File: src/rtl/mdio_pkg.sv
// Shared types and constants for the Clause-22 MDIO responder.
// Frame field widths, opcode/turnaround codes and the skip lengths for aborted frames.
package mdio_pkg;

    typedef enum logic [3:0] {
        S_IDLE,
        S_ST,
        S_OP,
        S_PHY,
        S_REG,
        S_TA,
        S_WDATA,
        S_RDATA,
        S_SKIP
    } mdio_state_t;

    localparam logic [1:0] OP_READ  = 2'b10;
    localparam logic [1:0] OP_WRITE = 2'b01;
    localparam logic [1:0] TA_WRITE = 2'b10;

    localparam int PHYAD_W = 5;
    localparam int REGAD_W = 5;
    localparam int DATA_W  = 16;

    // Bit times left in the frame once the PHY field or a bad write TA is seen.
    localparam int SKIP_PHY_BITS   = REGAD_W + 2 + DATA_W;
    localparam int SKIP_WDATA_BITS = DATA_W;

endpackage

File: src/rtl/mdio_responder_if.sv
// MDIO pad and register-port bundle between the responder and its environment.
// slave = responder view, master = bench / PHY register-file view.
interface mdio_responder_if;
    import mdio_pkg::*;

    logic                 mdc;
    logic                 mdio_i;
    logic                 mdio_o;
    logic                 mdio_oe;
    logic [REGAD_W-1:0]   reg_addr;
    logic                 reg_rd_en;
    logic [DATA_W-1:0]    reg_rd_data;
    logic                 reg_wr_en;
    logic [DATA_W-1:0]    reg_wr_data;
    logic                 frame_err;

    modport slave (
        input  mdc, mdio_i, reg_rd_data,
        output mdio_o, mdio_oe, reg_addr, reg_rd_en, reg_wr_en, reg_wr_data, frame_err
    );

    modport master (
        output mdc, mdio_i, reg_rd_data,
        input  mdio_o, mdio_oe, reg_addr, reg_rd_en, reg_wr_en, reg_wr_data, frame_err
    );

endinterface

File: src/rtl/mdc_edge_detect.sv
// Synchronizes MDC into clk and emits one-clk rise/fall pulses.
// Latency: SYNC_STAGES+1 clks from pad edge to pulse; no backpressure.
module mdc_edge_detect #(
    parameter int SYNC_STAGES = 2
) (
    input  logic clk,
    input  logic rst_n,
    input  logic mdc_i,
    output logic mdc_rise_o,
    output logic mdc_fall_o
);

    logic mdc_s;
    logic mdc_prev_q;
    logic rise_q;
    logic fall_q;

    synchronizer #(.STAGES(SYNC_STAGES)) u_mdc_sync (
        .clk   (clk),
        .rst_n (rst_n),
        .d_i   (mdc_i),
        .q_o   (mdc_s)
    );

    always_ff @(posedge clk) begin
        if (!rst_n) begin
            mdc_prev_q <= 1'b0;
            rise_q     <= 1'b0;
            fall_q     <= 1'b0;
        end else begin
            mdc_prev_q <= mdc_s;
            rise_q     <= mdc_s & ~mdc_prev_q;
            fall_q     <= ~mdc_s & mdc_prev_q;
        end
    end

    assign mdc_rise_o = rise_q;
    assign mdc_fall_o = fall_q;

endmodule

File: src/rtl/synchronizer.sv
// Multi-flop synchronizer for a single asynchronous bit, resets to 0.
// Latency: STAGES clks; no backpressure.
module synchronizer #(
    parameter int STAGES = 2
) (
    input  logic clk,
    input  logic rst_n,
    input  logic d_i,
    output logic q_o
);

    logic [STAGES-1:0] sync_q;
    logic [STAGES:0]   taps;

    assign taps = {sync_q, d_i};

    always_ff @(posedge clk) begin
        if (!rst_n) begin
            sync_q <= '0;
        end else begin
            sync_q <= taps[STAGES-1:0];
        end
    end

    assign q_o = sync_q[STAGES-1];

endmodule

File: src/rtl/mdio_responder.sv
// Clause-22 MDIO PHY-side responder: samples on MDC rise, drives read data on MDC fall.
// Latency: strobes 1 clk after the deciding mdc_rise, pad drive 1 clk after mdc_fall; no backpressure.
module mdio_responder
    import mdio_pkg::*;
#(
    parameter logic [PHYAD_W-1:0] PHYAD       = 5'd1,
    parameter int                 PRE_LEN     = 32,
    parameter int                 SYNC_STAGES = 2
) (
    input  logic               clk,
    input  logic               rst_n,
    mdio_responder_if.slave    bus
);

    localparam int                PRE_W   = $clog2(PRE_LEN + 1);
    localparam logic [PRE_W-1:0]  PRE_MAX = PRE_W'(PRE_LEN);

    logic mdc_rise;
    logic mdc_fall;
    logic mdio_s;

    mdio_state_t         state_q, state_d;
    logic [PRE_W-1:0]    pre_q, pre_d;
    logic [4:0]          cnt_q, cnt_d;
    logic [DATA_W-1:0]   sh_q, sh_d;
    logic                is_read_q, is_read_d;
    logic                cap_q;
    logic [REGAD_W-1:0]  addr_q, addr_d;
    logic [DATA_W-1:0]   wdat_q, wdat_d;
    logic                rd_en_q, rd_en_d;
    logic                wr_en_q, wr_en_d;
    logic                ferr_q, ferr_d;
    logic                mdio_o_q, mdio_o_d;
    logic                mdio_oe_q, mdio_oe_d;

    mdc_edge_detect #(.SYNC_STAGES(SYNC_STAGES)) u_edge (
        .clk        (clk),
        .rst_n      (rst_n),
        .mdc_i      (bus.mdc),
        .mdc_rise_o (mdc_rise),
        .mdc_fall_o (mdc_fall)
    );

    synchronizer #(.STAGES(SYNC_STAGES)) u_mdio_sync (
        .clk   (clk),
        .rst_n (rst_n),
        .d_i   (bus.mdio_i),
        .q_o   (mdio_s)
    );

    always_ff @(posedge clk) begin
        if (!rst_n) begin
            state_q   <= S_IDLE;
            pre_q     <= '0;
            cnt_q     <= '0;
            sh_q      <= '0;
            is_read_q <= 1'b0;
            cap_q     <= 1'b0;
            addr_q    <= '0;
            wdat_q    <= '0;
            rd_en_q   <= 1'b0;
            wr_en_q   <= 1'b0;
            ferr_q    <= 1'b0;
            mdio_o_q  <= 1'b0;
            mdio_oe_q <= 1'b0;
        end else begin
            state_q   <= state_d;
            pre_q     <= pre_d;
            cnt_q     <= cnt_d;
            sh_q      <= sh_d;
            is_read_q <= is_read_d;
            cap_q     <= rd_en_q;
            addr_q    <= addr_d;
            wdat_q    <= wdat_d;
            rd_en_q   <= rd_en_d;
            wr_en_q   <= wr_en_d;
            ferr_q    <= ferr_d;
            mdio_o_q  <= mdio_o_d;
            mdio_oe_q <= mdio_oe_d;
        end
    end

    always_comb begin
        state_d   = state_q;
        pre_d     = pre_q;
        cnt_d     = cnt_q;
        sh_d      = sh_q;
        is_read_d = is_read_q;
        addr_d    = addr_q;
        wdat_d    = wdat_q;
        rd_en_d   = 1'b0;
        wr_en_d   = 1'b0;
        ferr_d    = 1'b0;
        mdio_o_d  = mdio_o_q;
        mdio_oe_d = mdio_oe_q;

        // Register file answers the clk after reg_rd_en; load it here during TA.
        if (cap_q) begin
            sh_d = bus.reg_rd_data;
        end

        case (state_q)
            S_IDLE: begin
                if (mdc_rise) begin
                    if (mdio_s) begin
                        if (pre_q != PRE_MAX) begin
                            pre_d = pre_q + PRE_W'(1);
                        end
                    end else begin
                        if (pre_q == PRE_MAX) begin
                            state_d = S_ST;
                        end
                        pre_d = '0;
                    end
                end
            end
            S_ST: begin
                if (mdc_rise) begin
                    cnt_d   = '0;
                    state_d = mdio_s ? S_OP : S_IDLE;
                end
            end
            S_OP: begin
                if (mdc_rise) begin
                    sh_d = {sh_q[DATA_W-2:0], mdio_s};
                    if (cnt_q == 5'd0) begin
                        cnt_d = 5'd1;
                    end else begin
                        cnt_d = '0;
                        case ({sh_q[0], mdio_s})
                            OP_READ: begin
                                is_read_d = 1'b1;
                                state_d   = S_PHY;
                            end
                            OP_WRITE: begin
                                is_read_d = 1'b0;
                                state_d   = S_PHY;
                            end
                            default: begin
                                ferr_d  = 1'b1;
                                state_d = S_IDLE;
                            end
                        endcase
                    end
                end
            end
            S_PHY: begin
                if (mdc_rise) begin
                    sh_d = {sh_q[DATA_W-2:0], mdio_s};
                    if (cnt_q == 5'(PHYAD_W - 1)) begin
                        if ({sh_q[PHYAD_W-2:0], mdio_s} == PHYAD) begin
                            cnt_d   = '0;
                            state_d = S_REG;
                        end else begin
                            cnt_d   = 5'(SKIP_PHY_BITS);
                            state_d = S_SKIP;
                        end
                    end else begin
                        cnt_d = cnt_q + 5'd1;
                    end
                end
            end
            S_REG: begin
                if (mdc_rise) begin
                    sh_d = {sh_q[DATA_W-2:0], mdio_s};
                    if (cnt_q == 5'(REGAD_W - 1)) begin
                        addr_d  = {sh_q[REGAD_W-2:0], mdio_s};
                        rd_en_d = is_read_q;
                        cnt_d   = '0;
                        state_d = S_TA;
                    end else begin
                        cnt_d = cnt_q + 5'd1;
                    end
                end
            end
            S_TA: begin
                if (mdc_rise) begin
                    if (!is_read_q) begin
                        sh_d = {sh_q[DATA_W-2:0], mdio_s};
                    end
                    if (cnt_q == 5'd0) begin
                        cnt_d = 5'd1;
                    end else if (is_read_q) begin
                        cnt_d   = '0;
                        state_d = S_RDATA;
                    end else if ({sh_q[0], mdio_s} == TA_WRITE) begin
                        cnt_d   = '0;
                        state_d = S_WDATA;
                    end else begin
                        ferr_d  = 1'b1;
                        cnt_d   = 5'(SKIP_WDATA_BITS);
                        state_d = S_SKIP;
                    end
                end else if (mdc_fall && is_read_q && cnt_q == 5'd1) begin
                    mdio_oe_d = 1'b1;
                    mdio_o_d  = 1'b0;
                end
            end
            S_WDATA: begin
                if (mdc_rise) begin
                    sh_d = {sh_q[DATA_W-2:0], mdio_s};
                    if (cnt_q == 5'(DATA_W - 1)) begin
                        wr_en_d = 1'b1;
                        wdat_d  = {sh_q[DATA_W-2:0], mdio_s};
                        cnt_d   = '0;
                        state_d = S_IDLE;
                    end else begin
                        cnt_d = cnt_q + 5'd1;
                    end
                end
            end
            S_RDATA: begin
                // cnt_q counts bits already driven; the 17th fall releases the pad.
                if (mdc_fall) begin
                    if (cnt_q == 5'(DATA_W)) begin
                        mdio_oe_d = 1'b0;
                        mdio_o_d  = 1'b0;
                        cnt_d     = '0;
                        state_d   = S_IDLE;
                    end else begin
                        mdio_o_d = sh_q[DATA_W-1];
                        sh_d     = {sh_q[DATA_W-2:0], 1'b0};
                        cnt_d    = cnt_q + 5'd1;
                    end
                end
            end
            S_SKIP: begin
                if (mdc_rise) begin
                    if (cnt_q <= 5'd1) begin
                        cnt_d   = '0;
                        state_d = S_IDLE;
                    end else begin
                        cnt_d = cnt_q - 5'd1;
                    end
                end
            end
            default: begin
                state_d = S_IDLE;
            end
        endcase

        if (state_q != S_IDLE && state_d == S_IDLE) begin
            pre_d = '0;
        end
    end

    assign bus.mdio_o      = mdio_o_q;
    assign bus.mdio_oe     = mdio_oe_q;
    assign bus.reg_addr    = addr_q;
    assign bus.reg_rd_en   = rd_en_q;
    assign bus.reg_wr_en   = wr_en_q;
    assign bus.reg_wr_data = wdat_q;
    assign bus.frame_err   = ferr_q;

endmodule

File: src/flat_wrapper.sv
// flat-port wrapper written by rule: the top's interface ports become plain ports
module mdio_responder_flat import mdio_pkg::*;
#(
    parameter logic [PHYAD_W-1:0] PHYAD       = 5'd1,
    parameter int                 PRE_LEN     = 32,
    parameter int                 SYNC_STAGES = 2
)
  (clk, rst_n, bus_mdc, bus_mdio_i, bus_reg_rd_data, bus_mdio_o, bus_mdio_oe, bus_reg_addr, bus_reg_rd_en, bus_reg_wr_en, bus_reg_wr_data, bus_frame_err);
  mdio_responder_if bus_i ();
  input  logic clk;
  input  logic rst_n;
  input wire logic [$bits(bus_i.mdc)-1:0] bus_mdc;
  input wire logic [$bits(bus_i.mdio_i)-1:0] bus_mdio_i;
  input wire logic [$bits(bus_i.reg_rd_data)-1:0] bus_reg_rd_data;
  output wire logic [$bits(bus_i.mdio_o)-1:0] bus_mdio_o;
  output wire logic [$bits(bus_i.mdio_oe)-1:0] bus_mdio_oe;
  output wire logic [$bits(bus_i.reg_addr)-1:0] bus_reg_addr;
  output wire logic [$bits(bus_i.reg_rd_en)-1:0] bus_reg_rd_en;
  output wire logic [$bits(bus_i.reg_wr_en)-1:0] bus_reg_wr_en;
  output wire logic [$bits(bus_i.reg_wr_data)-1:0] bus_reg_wr_data;
  output wire logic [$bits(bus_i.frame_err)-1:0] bus_frame_err;
  assign bus_i.mdc = bus_mdc;
  assign bus_i.mdio_i = bus_mdio_i;
  assign bus_i.reg_rd_data = bus_reg_rd_data;
  assign bus_mdio_o = bus_i.mdio_o;
  assign bus_mdio_oe = bus_i.mdio_oe;
  assign bus_reg_addr = bus_i.reg_addr;
  assign bus_reg_rd_en = bus_i.reg_rd_en;
  assign bus_reg_wr_en = bus_i.reg_wr_en;
  assign bus_reg_wr_data = bus_i.reg_wr_data;
  assign bus_frame_err = bus_i.frame_err;
  mdio_responder #(.PHYAD(PHYAD), .PRE_LEN(PRE_LEN), .SYNC_STAGES(SYNC_STAGES)) u_core (.clk(clk), .rst_n(rst_n), .bus(bus_i));
endmodule
File: config.mk
export PLATFORM = sky130hd
export DESIGN_NAME = mdio_responder_flat
export DESIGN_NICKNAME = d
export VERILOG_FILES = /design/src/rtl/mdio_pkg.sv /design/src/rtl/mdio_responder_if.sv /design/src/rtl/mdc_edge_detect.sv /design/src/rtl/synchronizer.sv /design/src/rtl/mdio_responder.sv /design/src/flat_wrapper.sv
export SDC_FILE = /design/constraint.sdc
export NUM_CORES = 1
export LEC_CHECK = 0
export ABC_AREA = 1
export BUFFER_PORTS_ARGS = -buffer_cell sky130_fd_sc_hd__buf_2
export CAP_MARGIN = 20
export CELL_PAD_IN_SITES_DETAIL_PLACEMENT = 1
export CELL_PAD_IN_SITES_GLOBAL_PLACEMENT = 1
export CORE_MARGIN = 1.5
export CORE_UTILIZATION = 37
export DETAILED_ROUTE_END_ITERATION = 12
export PLACE_DENSITY_LB_ADDON = 0.1
export SETUP_SLACK_MARGIN = 0.4
export SLEW_MARGIN = 20
export SYNTH_ARGS = -nofsm -noshare
export SYNTH_HDL_FRONTEND = slang
export SYNTH_SLANG_ARGS = --single-unit
File: constraint.sdc
create_clock -name clk -period 1.7 [get_ports clk]
set_input_delay 0.085 -clock clk [delete_from_list [all_inputs] [get_ports clk]]
set_output_delay 0.085 -clock clk [all_outputs]
set_load 0.05 [all_outputs]
==> reports/results.tsv <==
stage	metric	value	unit
timing	rsz0062_at_grt	yes	
power_and_ir_drop	comb_power_share	3.8	%
placed_design	preCtsSetupSlack	-0.1795	ns
timing	period_share	112.4	%
cells_and_area	areaGrowthSynthToFinish	67.54	%
placed_design	hpwl	8.414	mm
synth	ys_ff_latch	66	
synth	yosysSeqAreaShare	38.39	%
floorplanning	fp.dieW	99.45	µm
worst_setup_path	crit_type	reg -> reg	
grt	grt_pass1_vias	4125	
placed_design	gp_congestion	0.8900	
grt	antenna_found_initial	0	
timing	hold_viol_final	0	
power_and_ir_drop	max-vdd-ir-drop	438.4	µV
cts	cts_sinks	66	
grt	gr-usage-met1	33.41	%
floorplanning	start_util	37.79	%
route	vias	4085	
floorplanning	fp-row-count	35	
worst_setup_path	critPathLaunchType	flop	
cells_and_area	final_util	63.31	%
route	wl	15.36	mm
cts	cts_tree	yes	
power_and_ir_drop	internal-power	0.002551	W
cts	clk_pin_slew	0.09	ns
route	drt_iter0_drc	167	
cts	htreeDepth	3	
timing	fin_crit	1.911	ns
outcome	status	finished, violations left	
worst_setup_path	crit_path_end_kind	flop	
cts	cts_root_buf	clkbuf_8	
synth	yosysTopAreaCellShare	38.39	%
grt	grt_usage	28.54	%
cells_and_area	layout-drive-gt1-share	54.17	%
power_and_ir_drop	power.leakage	2.453	nW
grt	overflow	0	
route	route.detailed.drc	0	
synth	synth_fp_nets	514	
synth	synth.cell_area	3442	µm²
power_and_ir_drop	clkPwrFrac	49.7	%
synth	synth.distinct_cells	33	
timing	slew_headroom	77.30	%
timing	drv_slew	0	
grt	met3_usage	5.060	%
power_and_ir_drop	p_seq_share	46.5	%
placed_design	place_area	4349	µm²
cells_and_area	num_antenna_cells	0	
route	routed_via_density	5.476	
cts	cts_buffer_depth	2	
timing	finalWorstSetupSlack	-0.2106	ns
synth	synth_top_area_cell	dfxtp_1	
cells_and_area	fin_nets	660	
worst_setup_path	cp_data_arrival_time	2.15	ns
route	postRouteAntennaNets	0	
timing	worst_slew_pin_slew	0.3391	ns
timing	setup_viol_count_final	29	
run	drv_cap	0	
grt	grt_pass1_wl	21.71	mm
outcome	violations	setup timing	
power_and_ir_drop	p_per_area	576.8	nW/µm²
cts	clk_latency	0.35	ns
route	routedWlPerCell	20.59	µm
power_and_ir_drop	p_switching	0.0007751	W
timing	timing.fmax	523.4	MHz
timing	skew	0.01036	ns
worst_setup_path	path_max_fanout	6	
worst_hold_path	holdCritPathClass	in -> reg	
floorplanning	core	9109	µm²
grt	met2_usage	51.42	%
cells_and_area	final_cell_mix	78 x buf_4, 65 x nand2_1, 55 x dfxtp_1, 45 x buf_2, 34 x inv_1	
power_and_ir_drop	swShare	23.30	%
synth	yosysWarnings	0	
worst_setup_path	crit_required	1.94	ns
synth	synthTopCellsByArea	dfxtp_1 38%, nand2_1 12%, a21oi_1 8.7%	
synth	syn_inst	484	
synth	avgSynthCellArea	7.112	µm²
cells_and_area	fin_area	5767	µm²
placed_design	port_buffers	45	
cts	numCtsBuffers	9	
grt	grt_max_degree	42	
route	drtPass1Iterations	5	
grt	busiest_layer	met2	
floorplanning	dieArea	9890	µm²
floorplanning	die_y	99.45	µm
cells_and_area	final_common_cell	buf_4	
floorplanning	ioPinCount	46	
## flip-flops by register name, indices dropped and copies added, names as in the netlist, 2 cells and up
| signal | count |
|---|---|
| u_core.sh_q | 16 |
| u_core.pre_q | 6 |
| u_core.u_edge.u_mdc_sync.sync_q | 2 |
| u_core.bus.reg_wr_data | 16 |
| u_core.state_q | 4 |
| u_core.u_mdio_sync.sync_q | 2 |
| u_core.bus.reg_addr | 5 |
| u_core.cnt_q | 5 |
## what timing repair did
action                                  4_1_cts  5_1_grt
gates cloned                                  4        0
buffers inserted                             19       14
pin swaps                                    41       52
hold endpoints to repair                      3        0
hold buffers                                  3        0
resized for setup                           140       78
endpoints found under the setup margin       58       58
## critical path, cell delays in order, from the launching register on
cell and delay, ns:
dfxtp_4 0.41, inv_4 0.06, ha_4 0.19, nand4_1 0.17
buf_4 0.16, inv_1 0.06, nand2_1 0.12, nand4_1 0.15
nor2_2 0.20, nand2_2 0.09, nand2_4 0.11, a21oi_1 0.07
## synth_stat cells
cell type  count
nand3_4        1
nor2_1        33
nand2_2        5
xor2_1         3
inv_1         44
a21oi_1       60
clkinv_1       1
buf_4          2
nand3_1       44
nor3_1         5
nand3b_1       1
or2_2         10
o211ai_1      21
o2111a_1       1
ha_1          10
nand2_1      114
inv_4          1
o21ai_0       17
nor4_1         2
nor3_2         1
nor2_2         4
nor2_4         4
inv_2          4
clkbuf_1       9
nand4_1        5
buf_6          5
dfxtp_1       66
a311oi_1       1
nand2_4        1
nand3_2        1
buf_2          4
xnor2_1        2
a31oi_1        2
## power groups by stage
stage | logic, W | clock network [W] | registers (W)
4_1_cts | 0.000119 | 0.00165 | 0.00155
5_1_grt | 0.000138 | 0.00173 | 0.00155
2_1_floorplan | 0.0000430 | 0 | 0.00159
6_report | 0.000128 | 0.00165 | 0.00155
3_3_place_gp | 0.0000999 | 0 | 0.00159
3_5_place_dp | 0.000101 | 0 | 0.00159
## metrics by stage
step                      std cells  hold slack [ns]  setup TNS (ns)  total power, W
final                           746          0.04286          -2.578        0.003327
after global routing            746          0.05902          -4.897        0.003416
after CTS                       732          0.04437         -0.3948        0.003309
after detailed placement        690           0.2741          -1.099        0.001693
after global placement          690           0.2696         -0.7932        0.001691
after floorplan                 484           0.1826               0        0.001633
## cell families after synthesis
group                      count (synthesis)  share of synthesized area [%]
and+or+nand+nor                          231                          30.82
adders and majority gates                 10                          3.635
AOI/OAI and AO/OA                        102                          16.72
xor gates and xnor gates                   5                          1.272
DFF                                       66                          38.39
buffers and inverters                     70                          9.160
## routing by layer
metal / part of all wire [%] / vias up
met2: 53 / 128
met5: 0 / -
met4: 3.7 / 0
li1: - / 1900
met3: 4.4 / 44
met1: 39 / 2013
## path summary, 6_finish.rpt
check,from,endpoint,slack [ns],depth (start not counted)
worst min register to register,u_core.u_edge.mdc_prev_q,u_core.u_edge.mdc_rise_o,0.40,1
worst max register to register,u_core.cnt_q[1],u_core.pre_q[3],-0.21,11
worst max-delay path,u_core.cnt_q[1],u_core.pre_q[3],-0.21,11
worst min-delay path,bus_reg_rd_data[1],u_core.sh_q[1],0.04,3
## final cells by class
| cell class | count | area (µm²) |
|---|---|---|
| clock inverters | 5 | 81.33 |
| multi-input cells | 350 | 2561 |
| flip-flops and latches | 66 | 1353 |
| inverters | 50 | 229.0 |
| fillers | 1075 | 3342 |
| well taps | 111 | 138.9 |
| clock buffers | 11 | 162.7 |
| repair buffers | 153 | 1241 |
Note: power is estimated with default switching activity, not from simulation.
